[src/rtl/rr_arbiter.sv]
// rr_arbiter: round-robin arbiter with a registered one-hot grant held until the owner releases.
// Define ARB_TIMEOUT_EN to revoke grants held MAX_HOLD cycles while another requester waits.
module rr_arbiter #(
    parameter int N = 2,
    parameter int MAX_HOLD = 16
) (
    input  logic                               clk,
    input  logic                               rst,
    input  logic [N-1:0]                       request,
    output logic [N-1:0]                       grant,
    output logic [(N > 1 ? $clog2(N) : 1)-1:0] grant_id,
    output logic                               busy,
    output logic                               timeout
);
    localparam int IW = N > 1 ? $clog2(N) : 1;
    localparam int CW = $clog2(MAX_HOLD + 1);
    if (N < 1 || N > 16 || MAX_HOLD < 2) begin : g_bad_param
        $error("rr_arbiter: illegal parameters");
    end
    typedef enum logic {IDLE, BUSY} state_t;
    state_t state;
    logic [IW-1:0] ptr, sel_id, nxt_ptr;
    logic own_req, others, revoke;
    int best, d;
    // Pick the requester closest to ptr going upward with wrap.
    always_comb begin
        sel_id = '0;
        best = N;
        d = 0;
        for (int j = 0; j < N; j++) begin
            d = j - int'(ptr);
            d = d < 0 ? d + N : d;
            if (request[j] && d < best) begin
                best = d;
                sel_id = IW'(j);
            end
        end
    end
    assign own_req = |(request & grant);
    assign others  = |(request & ~grant);
    assign nxt_ptr = grant_id == IW'(N - 1) ? '0 : grant_id + IW'(1);
`ifdef ARB_TIMEOUT_EN
    logic [CW-1:0] hold_cnt;
    assign revoke = others && hold_cnt >= CW'(MAX_HOLD - 1);
`else
    assign revoke = 1'b0;
    assign timeout = 1'b0;
`endif
    always_ff @(posedge clk or posedge rst) begin
        if (rst) begin
            state <= IDLE;
            grant <= '0;
            grant_id <= '0;
            busy <= 1'b0;
            ptr <= '0;
`ifdef ARB_TIMEOUT_EN
            hold_cnt <= '0;
            timeout <= 1'b0;
`endif
        end else begin
`ifdef ARB_TIMEOUT_EN
            timeout <= 1'b0;
`endif
            if (state == IDLE) begin
                if (|request) begin
                    state <= BUSY;
                    grant <= N'(1) << sel_id;
                    grant_id <= sel_id;
                    busy <= 1'b1;
`ifdef ARB_TIMEOUT_EN
                    hold_cnt <= '0;
`endif
                end
            end else if (!own_req || revoke) begin
                state <= IDLE;
                grant <= '0;
                grant_id <= '0;
                busy <= 1'b0;
                ptr <= nxt_ptr;
`ifdef ARB_TIMEOUT_EN
                timeout <= own_req;
`endif
            end
`ifdef ARB_TIMEOUT_EN
            else hold_cnt <= hold_cnt == CW'(MAX_HOLD) ? hold_cnt : hold_cnt + CW'(1);
`endif
        end
    end
endmodule

[config.mk]
export PLATFORM = sky130hd
export DESIGN_NAME = rr_arbiter
export DESIGN_NICKNAME = d
export VERILOG_FILES = /design/src/rtl/rr_arbiter.sv
export SDC_FILE = /design/constraint.sdc
export NUM_CORES = 1
export LEC_CHECK = 0
export BUFFER_PORTS_ARGS = -buffer_cell sky130_fd_sc_hd__buf_2
export CORE_AREA = 2 2 39 41
export DETAILED_ROUTE_END_ITERATION = 16
export DIE_AREA = 0 0 41 43
export SYNTH_ARGS = -nofsm -noshare
export SYNTH_HDL_FRONTEND = slang
export SYNTH_SLANG_ARGS = --single-unit
[constraint.sdc]
create_clock -name clk -period 1.35 [get_ports clk]
set_input_delay 0.27 -clock clk [delete_from_list [all_inputs] [get_ports clk]]
set_output_delay 0.27 -clock clk [all_outputs]
set_load 0.02 [all_outputs]
==> impl_metrics.json, run 1 <==
{
  "final_util": 0.250,
  "finalCritPeriodShare": 0.832,
  "synth_cells": 31,
  "drv_slew": 0,
  "portBuffers": 7,
  "cts_buffer_depth": 2,
  "ctsResizeCount": 0,
  "finalWeightedCongestion": 0.692,
  "cts_tree": "built",
  "clk_pin_slew_ns": 0.04,
  "maxCapViolCount": 0,
  "post_cts_buffers": 0,
  "fin_tns_setup_ns": 0,
  "die_h_um": 43,
  "power.density_nw_per_um2": 2310,
  "final_common_cell": "buf_2",
  "syn_nets": 35,
  "startpoint": "grant[1]",
  "leakage_nw": 0.175,
  "grt_use_total": 0.0796,
  "clock_latency_ns": 0.24,
  "grt_overflow_total": 0,
  "synth_xor_area_frac": 0,
  "drtIter0Drc": 0,
  "timing_hold_violations_final": 0,
  "rows": 14,
  "crit_family": "flip-flops",
  "hp-class": "in -> reg",
  "ant_nets": 0,
  "endpoint_kind": "output port",
  "status": "finished clean",
  "synthMuxAreaShare": 0,
  "worstPathArrival_ns": 0.85,
  "max_freq_ghz": 0.891,
  "ctsHoldBuffers": 1,
  "fin_skew_ns": 0.00111,
  "io_pins": 9,
  "route.final.wire_length_um": 518,
  "cp_max_fo": 6,
  "cts_buffers": 3,
  "ys_ff_latch": 5,
  "drt_pass1_iterations": 1,
  "start_util": 0.195,
  "synth_top_family_by_area": "simple AND/OR/NAND/NOR gates",
  "fin_nets": 46,
  "min-delay-start": "request[1]",
  "drt-vias-per-instance": 4.09,
  "yosysWarnings": 0,
  "die_area_sq_um": 1760,
  "min_period_ns": 1.12,
  "setup_violations": 0,
  "remaining_drc_errors": 0,
  "vdd_drop_max_mv": 0.722,
  "regToRegStartpoint": "state",
  "h-tree-depth": 1,
  "crit_slowest_cell": "dfrtp_1",
  "rsz0062_at_grt": "no",
  "avgSynthCellArea_sq_um": 8.72,
  "wl_per_cell_um": 9.09,
  "cts_root_buffer": "clkbuf_4",
  "synth_compound_area_frac": 0.194,
  "final_layout_size_suffix_gt1_frac": 0.293,
  "critPathKind": "reg -> out",
  "path_cells": "buf_2",
  "ys_seq_area_frac": 0.463,
  "start_kind": "register",
  "fillers": 154,
  "antenna_found_initial": 0,
  "grt_pass1_wl_um": 848,
  "syn_area_sq_um": 270,
  "final_cell_mix": "buf_2 (7), nand2_1 (5), dfrtp_1 (5)",
  "core_area_sq_um": 1380,
  "syn_to_final_growth_pct": 28.2,
  "die_x_um": 41,
  "yosys.area_share.simple": 0.245,
  "grt_pass1_vias": 213,
  "clock-sinks": 5,
  "synthAdderAreaFrac": 0,
  "vias": 233,
  "crit_buf_inv": 1,
  "max_stage_delay_ns": 0.42,
  "diodes": 0,
  "grt_max_degree": 9,
  "worstPathRequired_ns": 1.08,
  "ys_types": 18
}
==> cell usage after synthesis <==
cell type | number | area (sq um)
conb_1 | 1 | 3.75
nand3b_1 | 1 | 7.51
nor2_1 | 2 | 7.51
a21o_1 | 1 | 7.51
o21ai_0 | 1 | 5.00
o21bai_1 | 1 | 7.51
and3b_1 | 1 | 8.76
inv_1 | 2 | 7.51
dfrtp_1 | 5 | 125
nand2_1 | 5 | 18.8
nand2_2 | 1 | 6.26
o211ai_1 | 1 | 7.51
a21oi_1 | 2 | 10.0
a31o_2 | 1 | 8.76
o22ai_1 | 1 | 6.26
nand2b_1 | 2 | 12.5
nand3_1 | 1 | 5.00
buf_4 | 2 | 15.0
==> worst paths after layout <==
path	end	slack, ns	cells after the start
worst max-delay path	grant[1]	0.23	1
worst min-delay path	busy	0.33	2
worst max register to register	grant[0]	0.37	2
worst min register to register	ptr	0.54	2
max in group asynchronous	busy	0.72	3
min in group asynchronous	state	0.46	3
==> power breakdown <==
group,switching [W],internal [W],total (W)
Clock,0.0000555,0.000111,0.000167
Sequential,0.0000841,0.000224,0.000309
Combinational,0.000187,0.000139,0.000326
==> kinds of logic after synthesis <==
group | count (synthesis)
compound gates | 8
buf+inv | 4
flops | 5
other cells | 1
simple gates | 13
==> sequential cells by signal, summed over array words and instances, names as in the netlist <==
name,count
grant,2
busy,1
ptr,1
state,1
==> layer usage <==
layer,up-vias,global-route usage,part of all wire
met5,-,0,0
met4,0,0.0600,0
met3,0,0.0628,0.091
met2,7,0.0906,0.43
met1,104,0.0942,0.48
li1,122,-,-
==> worst register-to-register path: cells and delay by family (launching register included) <==
kind	cells	cell delay, ns
flip-flops	1	0.44
AND/OR/NAND/NOR	1	0.19
AO/OA/AOI/OAI	1	0.25
==> area by class of cell <==
class / instances / area (sq um) / share of cell area
clock buffers: 4 / 26.3 / 0.0758
inverters: 2 / 7.51 / 0.0217
multi-input cells: 22 / 123 / 0.354
flip-flops and latches: 5 / 125 / 0.361
well taps: 16 / 20.0 / 0.0578
repair buffers: 8 / 45.0 / 0.130
==> per-stage QoR <==
stage	instances	power, W	setup WS [ns]	hold WS, ns	area [sq um]
floorplan	31	0.000549	0.365	0.0485	270
global placement	52	0.000630	0.404	0.179	310
detailed placement	52	0.000637	0.379	0.175	310
CTS	57	0.000820	0.203	0.317	347
global route	57	0.000877	0.174	0.331	347
finish	57	0.000802	0.227	0.327	347
No activity file was read; power rests on OpenSTA's default activity.
==> inputs of run 2 (changes only) <==
==> constraint.sdc (replaced) <==
create_clock -name clk -period 1.15 [get_ports clk]
set_input_delay 0.23 -clock clk [delete_from_list [all_inputs] [get_ports clk]]
set_output_delay 0.23 -clock clk [all_outputs]
set_load 0.02 [all_outputs]
==> run 2 against run 1 <==
Against the previous run:
- combinational power grew 16%
- via count grew 9.0%
- sequential power grew 17%
- clock skew is essentially flat
- cell count is the same
- utilization is the same
- critical path depth is the same
- total power grew 17%
- count of clock-buffer cells in the layout is the same
- largest cell class unchanged
- largest power group unchanged
- highest routed layer is now met4
==> impl_metrics.json, run 2 (synthesized netlist as in run 1, its figures left out) <==
{
  "antenna_found_initial": 0,
  "final_cell_mix": "buf_2 (7), nand2_1 (5), dfrtp_1 (5)",
  "max_stage_delay_ns": 0.42,
  "cts_buffers": 3,
  "worstPathArrival_ns": 0.86,
  "rows": 14,
  "portBuffers": 7,
  "ctsHoldBuffers": 1,
  "fin_skew_ns": 0.00128,
  "max_freq_ghz": 0.919,
  "finalWeightedCongestion": 0.693,
  "reg2reg_setup_slack_ns": 0.18,
  "vdd_drop_max_mv": 0.907,
  "timing_hold_violations_final": 0,
  "grt_pass1_wl_um": 890,
  "holdPathStages": 2,
  "route.final.wire_length_um": 523,
  "fin_tns_setup_ns": 0,
  "endpoint_kind": "output port",
  "grt_max_degree": 9,
  "status": "finished clean",
  "dpl_worst_slack_ns": 0.192,
  "h-tree-depth": 1,
  "die_area_sq_um": 1760,
  "hp-class": "in -> reg",
  "largest_register": "grant",
  "worst_r2r_endpoint": "grant[0]",
  "finalCritPeriodShare": 0.946,
  "cp_max_fo": 6,
  "cts_tree": "built",
  "setup_violations": 0,
  "ant_nets": 0,
  "fillers": 159,
  "fin_ws_ns": 0.0619,
  "reg2regPathDepth": 2,
  "maxCapViolCount": 0,
  "grt_use_total": 0.0827,
  "start_kind": "register",
  "final_common_cell": "buf_2",
  "start_util": 0.195,
  "die_h_um": 43,
  "min_to": "busy",
  "core_area_sq_um": 1380,
  "cts_root_buffer": "clkbuf_4",
  "drt_pass1_iterations": 4,
  "min-delay-start": "request[1]",
  "clk_pin_slew_ns": 0.04,
  "wl_per_cell_um": 9.18,
  "remaining_drc_errors": 0,
  "drtIter0Drc": 5,
  "die_x_um": 41,
  "path_cells": "buf_2",
  "post_cts_buffers": 0,
  "vias": 254,
  "fin_nets": 46,
  "drv_slew": 0,
  "rsz0062_at_grt": "no",
  "min_period_ns": 1.09,
  "clock-sinks": 5,
  "critPathKind": "reg -> out",
  "power.density_nw_per_um2": 2720,
  "syn_to_final_growth_pct": 28.2,
  "grt_overflow_total": 0,
  "ctsResizeCount": 0,
  "dp_hpwl_um": 427,
  "io_pins": 9,
  "diodes": 0,
  "drt-vias-per-instance": 4.46,
  "final_layout_size_suffix_gt1_frac": 0.293,
  "grt_pass1_vias": 220,
  "cts_buffer_depth": 2,
  "worstPathRequired_ns": 0.92,
  "crit_family": "flip-flops",
  "crit_buf_inv": 1,
  "leakage_nw": 0.175,
  "clock_latency_ns": 0.24,
  "crit_slowest_cell": "dfrtp_1",
  "largest_reg_flops": 2,
  "regToRegStartpoint": "state"
}
[run 2: cell counts in the layout (fill, tap and decap cells not counted)]
No cell type changed its count.
[run 2: report_power, final]
part / total, W / switching, W / internal (W)
Clock: 0.000202 / 0.0000707 / 0.000131
Combinational: 0.000379 / 0.000216 / 0.000163
Sequential: 0.000361 / 0.0000977 / 0.000264
Total: 0.000942 / 0.000384 / 0.000558
[run 2: cell type report]
type	instances	area [sq um]	share of cell area
clock buffer	4	26.3	0.0758
inverter	2	7.51	0.0217
multi-input combinational	22	123	0.354
sequential	5	125	0.361
tap	16	20.0	0.0578
timing repair buffer	8	45.0	0.130
[run 2: metrics by stage]
stage	util	power [W]	hold slack, ns	cells	area (sq um)
6_report	0.250	0.000942	0.283	57	347
5_1_grt	0.250	0.00104	0.275	57	347
4_1_cts	0.250	0.000963	0.269	57	347
3_5_place_dp	0.224	0.000746	0.139	52	310
3_3_place_gp	0.224	0.000740	0.139	52	310
2_1_floorplan	-	0.000644	0.00852	31	270
[run 2: how the worst max path moves through the flow]
stage                     slack [ns]  cells past startpoint      from        to
after global routing           0.004                      1  grant[1]  grant[1]
after global placement          0.20                      3  grant[1]  grant[0]
after CTS                       0.04                      1  grant[1]  grant[1]
final                           0.06                      1  grant[1]  grant[1]
after floorplan                 0.16                      3  grant[1]  grant[0]
after detailed placement        0.19                      2     state  grant[0]
[run 2: layer usage]
| metal | vias to the layer above | track usage | share of wire |
|---|---|---|---|
| li1 | 123 | - | - |
| met1 | 115 | 0.101 | 0.41 |
| met2 | 14 | 0.0938 | 0.43 |
| met4 | 0 | 0.0400 | 0.0076 |
| met5 | - | 0 | 0 |
| met3 | 2 | 0.0785 | 0.15 |
==> inputs of run 3 (changes only) <==
--- a/config.mk
+++ b/config.mk
@@ -5,6 +5,7 @@
 export SDC_FILE = /design/constraint.sdc
 export NUM_CORES = 1
 export LEC_CHECK = 0
+export ABC_AREA = 1
 export BUFFER_PORTS_ARGS = -buffer_cell sky130_fd_sc_hd__buf_2
 export CORE_AREA = 2 2 39 41
 export DETAILED_ROUTE_END_ITERATION = 16
==> run 3 against run 2 <==
Against the previous run:
- via count is 17% lower
- sequential share of layout area is 2.7 points higher
- total power is 5.3% lower
==> impl_metrics.json, run 3 <==
{
  "async_reset_ff_frac": 1.00,
  "dp_hpwl_um": 405,
  "drt-vias-per-instance": 3.77,
  "largest_reg_flops": 2,
  "leakage_nw": 0.182,
  "ys_ff_latch": 5,
  "grt_pass1_vias": 206,
  "syn_nets": 34,
  "final_layout_size_suffix_gt1_frac": 0.300,
  "clk_pin_slew_ns": 0.04,
  "rsz0062_at_grt": "no",
  "remaining_drc_errors": 0,
  "fin_tns_setup_ns": 0,
  "synth_compound_area_frac": 0.107,
  "final_cell_mix": "nand2_1 (11), buf_2 (7), dfrtp_1 (5)",
  "endpoint_kind": "output port",
  "cts_buffers": 3,
  "synthMuxAreaShare": 0,
  "post_cts_buffers": 0,
  "path_depth": 1,
  "core_area_sq_um": 1380,
  "crit_family": "flip-flops",
  "ys.flop_type": "dfrtp_1",
  "hp-class": "in -> reg",
  "syn_area_sq_um": 246,
  "synth.most_common_cell": "nand2_1",
  "drtIter0Drc": 3,
  "avgSynthCellArea_sq_um": 8.22,
  "synth_area_leader_cell": "dfrtp_1",
  "ys_seq_area_frac": 0.508,
  "final_common_cell": "nand2_1",
  "crit_slowest_cell": "dfrtp_1",
  "io_pins": 9,
  "largest_register": "grant",
  "cts_buffer_depth": 2,
  "synth_xor_area_frac": 0,
  "power.density_nw_per_um2": 2760,
  "fin_nets": 45,
  "worstPathArrival_ns": 0.81,
  "cts_tree": "built",
  "yosys.area_share.simple": 0.249,
  "status": "finished clean",
  "die_x_um": 41,
  "holdPathStages": 3,
  "clock-sinks": 5,
  "placed_cells": 51,
  "die_area_sq_um": 1760,
  "yosysWarnings": 0,
  "synth_common_cells": "nand2_1 (11), dfrtp_1 (5), inv_1 (4)",
  "start_util": 0.178,
  "antenna_found_initial": 0,
  "final_cells": 56,
  "ys_types": 11,
  "h-tree-depth": 1,
  "max_freq_ghz": 0.962,
  "grt_pass1_wl_um": 772,
  "grt_overflow_total": 0,
  "clock_latency_ns": 0.24,
  "drt_pass1_iterations": 2,
  "grt_max_degree": 6,
  "wl_per_cell_um": 8.64,
  "multiInputGateArea_sq_um": 91.3,
  "route.final.wire_length_um": 484,
  "maxCapViolCount": 0,
  "portBuffers": 7,
  "reg2regPathDepth": 4,
  "critPathKind": "reg -> out",
  "synth_area_leaders": "dfrtp_1 (51%), nand2_1 (17%), buf_4 (6.1%)",
  "start_kind": "register",
  "cp_max_fo": 5,
  "timing_hold_violations_final": 0,
  "grt_use_total": 0.0717,
  "finalCritPeriodShare": 0.904,
  "finalWeightedCongestion": 0.689,
  "final-seq-area_sq_um": 125,
  "rows": 14,
  "syn_to_final_growth_pct": 31.0,
  "synth_cells": 30,
  "cts_root_buffer": "clkbuf_4",
  "fillers": 165,
  "synthAdderAreaFrac": 0,
  "die_h_um": 43,
  "drv_slew": 0,
  "ant_nets": 0,
  "fin_skew_ns": 0.00473,
  "max_stage_delay_ns": 0.40,
  "vdd_drop_max_mv": 0.626,
  "path_cells": "buf_2",
  "worstPathRequired_ns": 0.92,
  "synth_top_area_share": 0.508,
  "synth_edf_count": 0,
  "crit_buf_inv": 1,
  "diodes": 0,
  "synth_top_family_by_area": "simple AND/OR/NAND/NOR gates",
  "vias": 211,
  "setup_violations": 0,
  "min_period_ns": 1.04
}
-- run 3: changes by cell type after synthesis, moves of 2 or more --
cell,before,now
nand2_1,5,11
a21oi_1,2,0
inv_1,2,4
nand2b_1,2,0
nor2_1,2,0
-- run 3: report_power, final --
| group | internal, W | total, W | switching [W] |
|---|---|---|---|
| Combinational | 0.000127 | 0.000364 | 0.000238 |
| Sequential | 0.000264 | 0.000328 | 0.0000646 |
| Clock | 0.000131 | 0.000199 | 0.0000680 |
| Total | 0.000521 | 0.000892 | 0.000370 |
-- run 3: per-layer routing --
metal  wire length [um]  GRT usage  part of all wire  vias up
met4                  0     0.0600                 0        0
li1                   -          -                 -      111
met1                221     0.0689              0.46       93
met5                  0          0                 0        -
met2                229      0.100              0.47        7
met3                 33     0.0471             0.068        0
-- run 3: area by class of cell --
class	instances	share of cell area
clock buffers	4	0.0814
inverters	4	0.0465
multi-input cells	19	0.283
flip-flops and latches	5	0.388
well taps	16	0.0620
repair buffers	8	0.140
-- run 3: cells by family (layout without fill, tap and decap cells) --
| group | Yosys count | in the layout |
|---|---|---|
| flops | 5 | 5 |
| other cells | 1 | 1 |
| buf+inv | 6 | 16 |
| simple gates | 14 | 14 |
| compound gates | 4 | 4 |
-- run 3: final timing paths --
| check | startpoint | to | slack [ns] |
|---|---|---|---|
| min | request[0] | busy | 0.29 |
| max reg2reg | grant[1] | grant[1] | 0.25 |
| max in group asynchronous | rst | ptr | 0.55 |
| min reg2reg | busy | busy | 0.47 |
| max | grant[1] | grant_id | 0.11 |
| min in group asynchronous | rst | busy | 0.43 |
-- run 3: what timing repair did --
action / in CTS / in global routing
endpoints found under the setup margin: 0 / 0
endpoints found under the hold margin: 5 / 0
gates resized for setup: 0 / 0
hold buffers: 1 / 0
-- run 3: through the flow --
step	setup WS [ns]	hold WS [ns]	cell area (sq um)	total power (W)	utilization
3_5_place_dp	0.250	0.144	287	0.000701	0.207
4_1_cts	0.0953	0.288	323	0.000916	0.233
2_1_floorplan	0.234	0.00852	246	0.000606	-
6_report	0.110	0.294	323	0.000892	0.233
5_1_grt	0.0374	0.301	323	0.000981	0.233
3_3_place_gp	0.266	0.132	287	0.000694	0.207
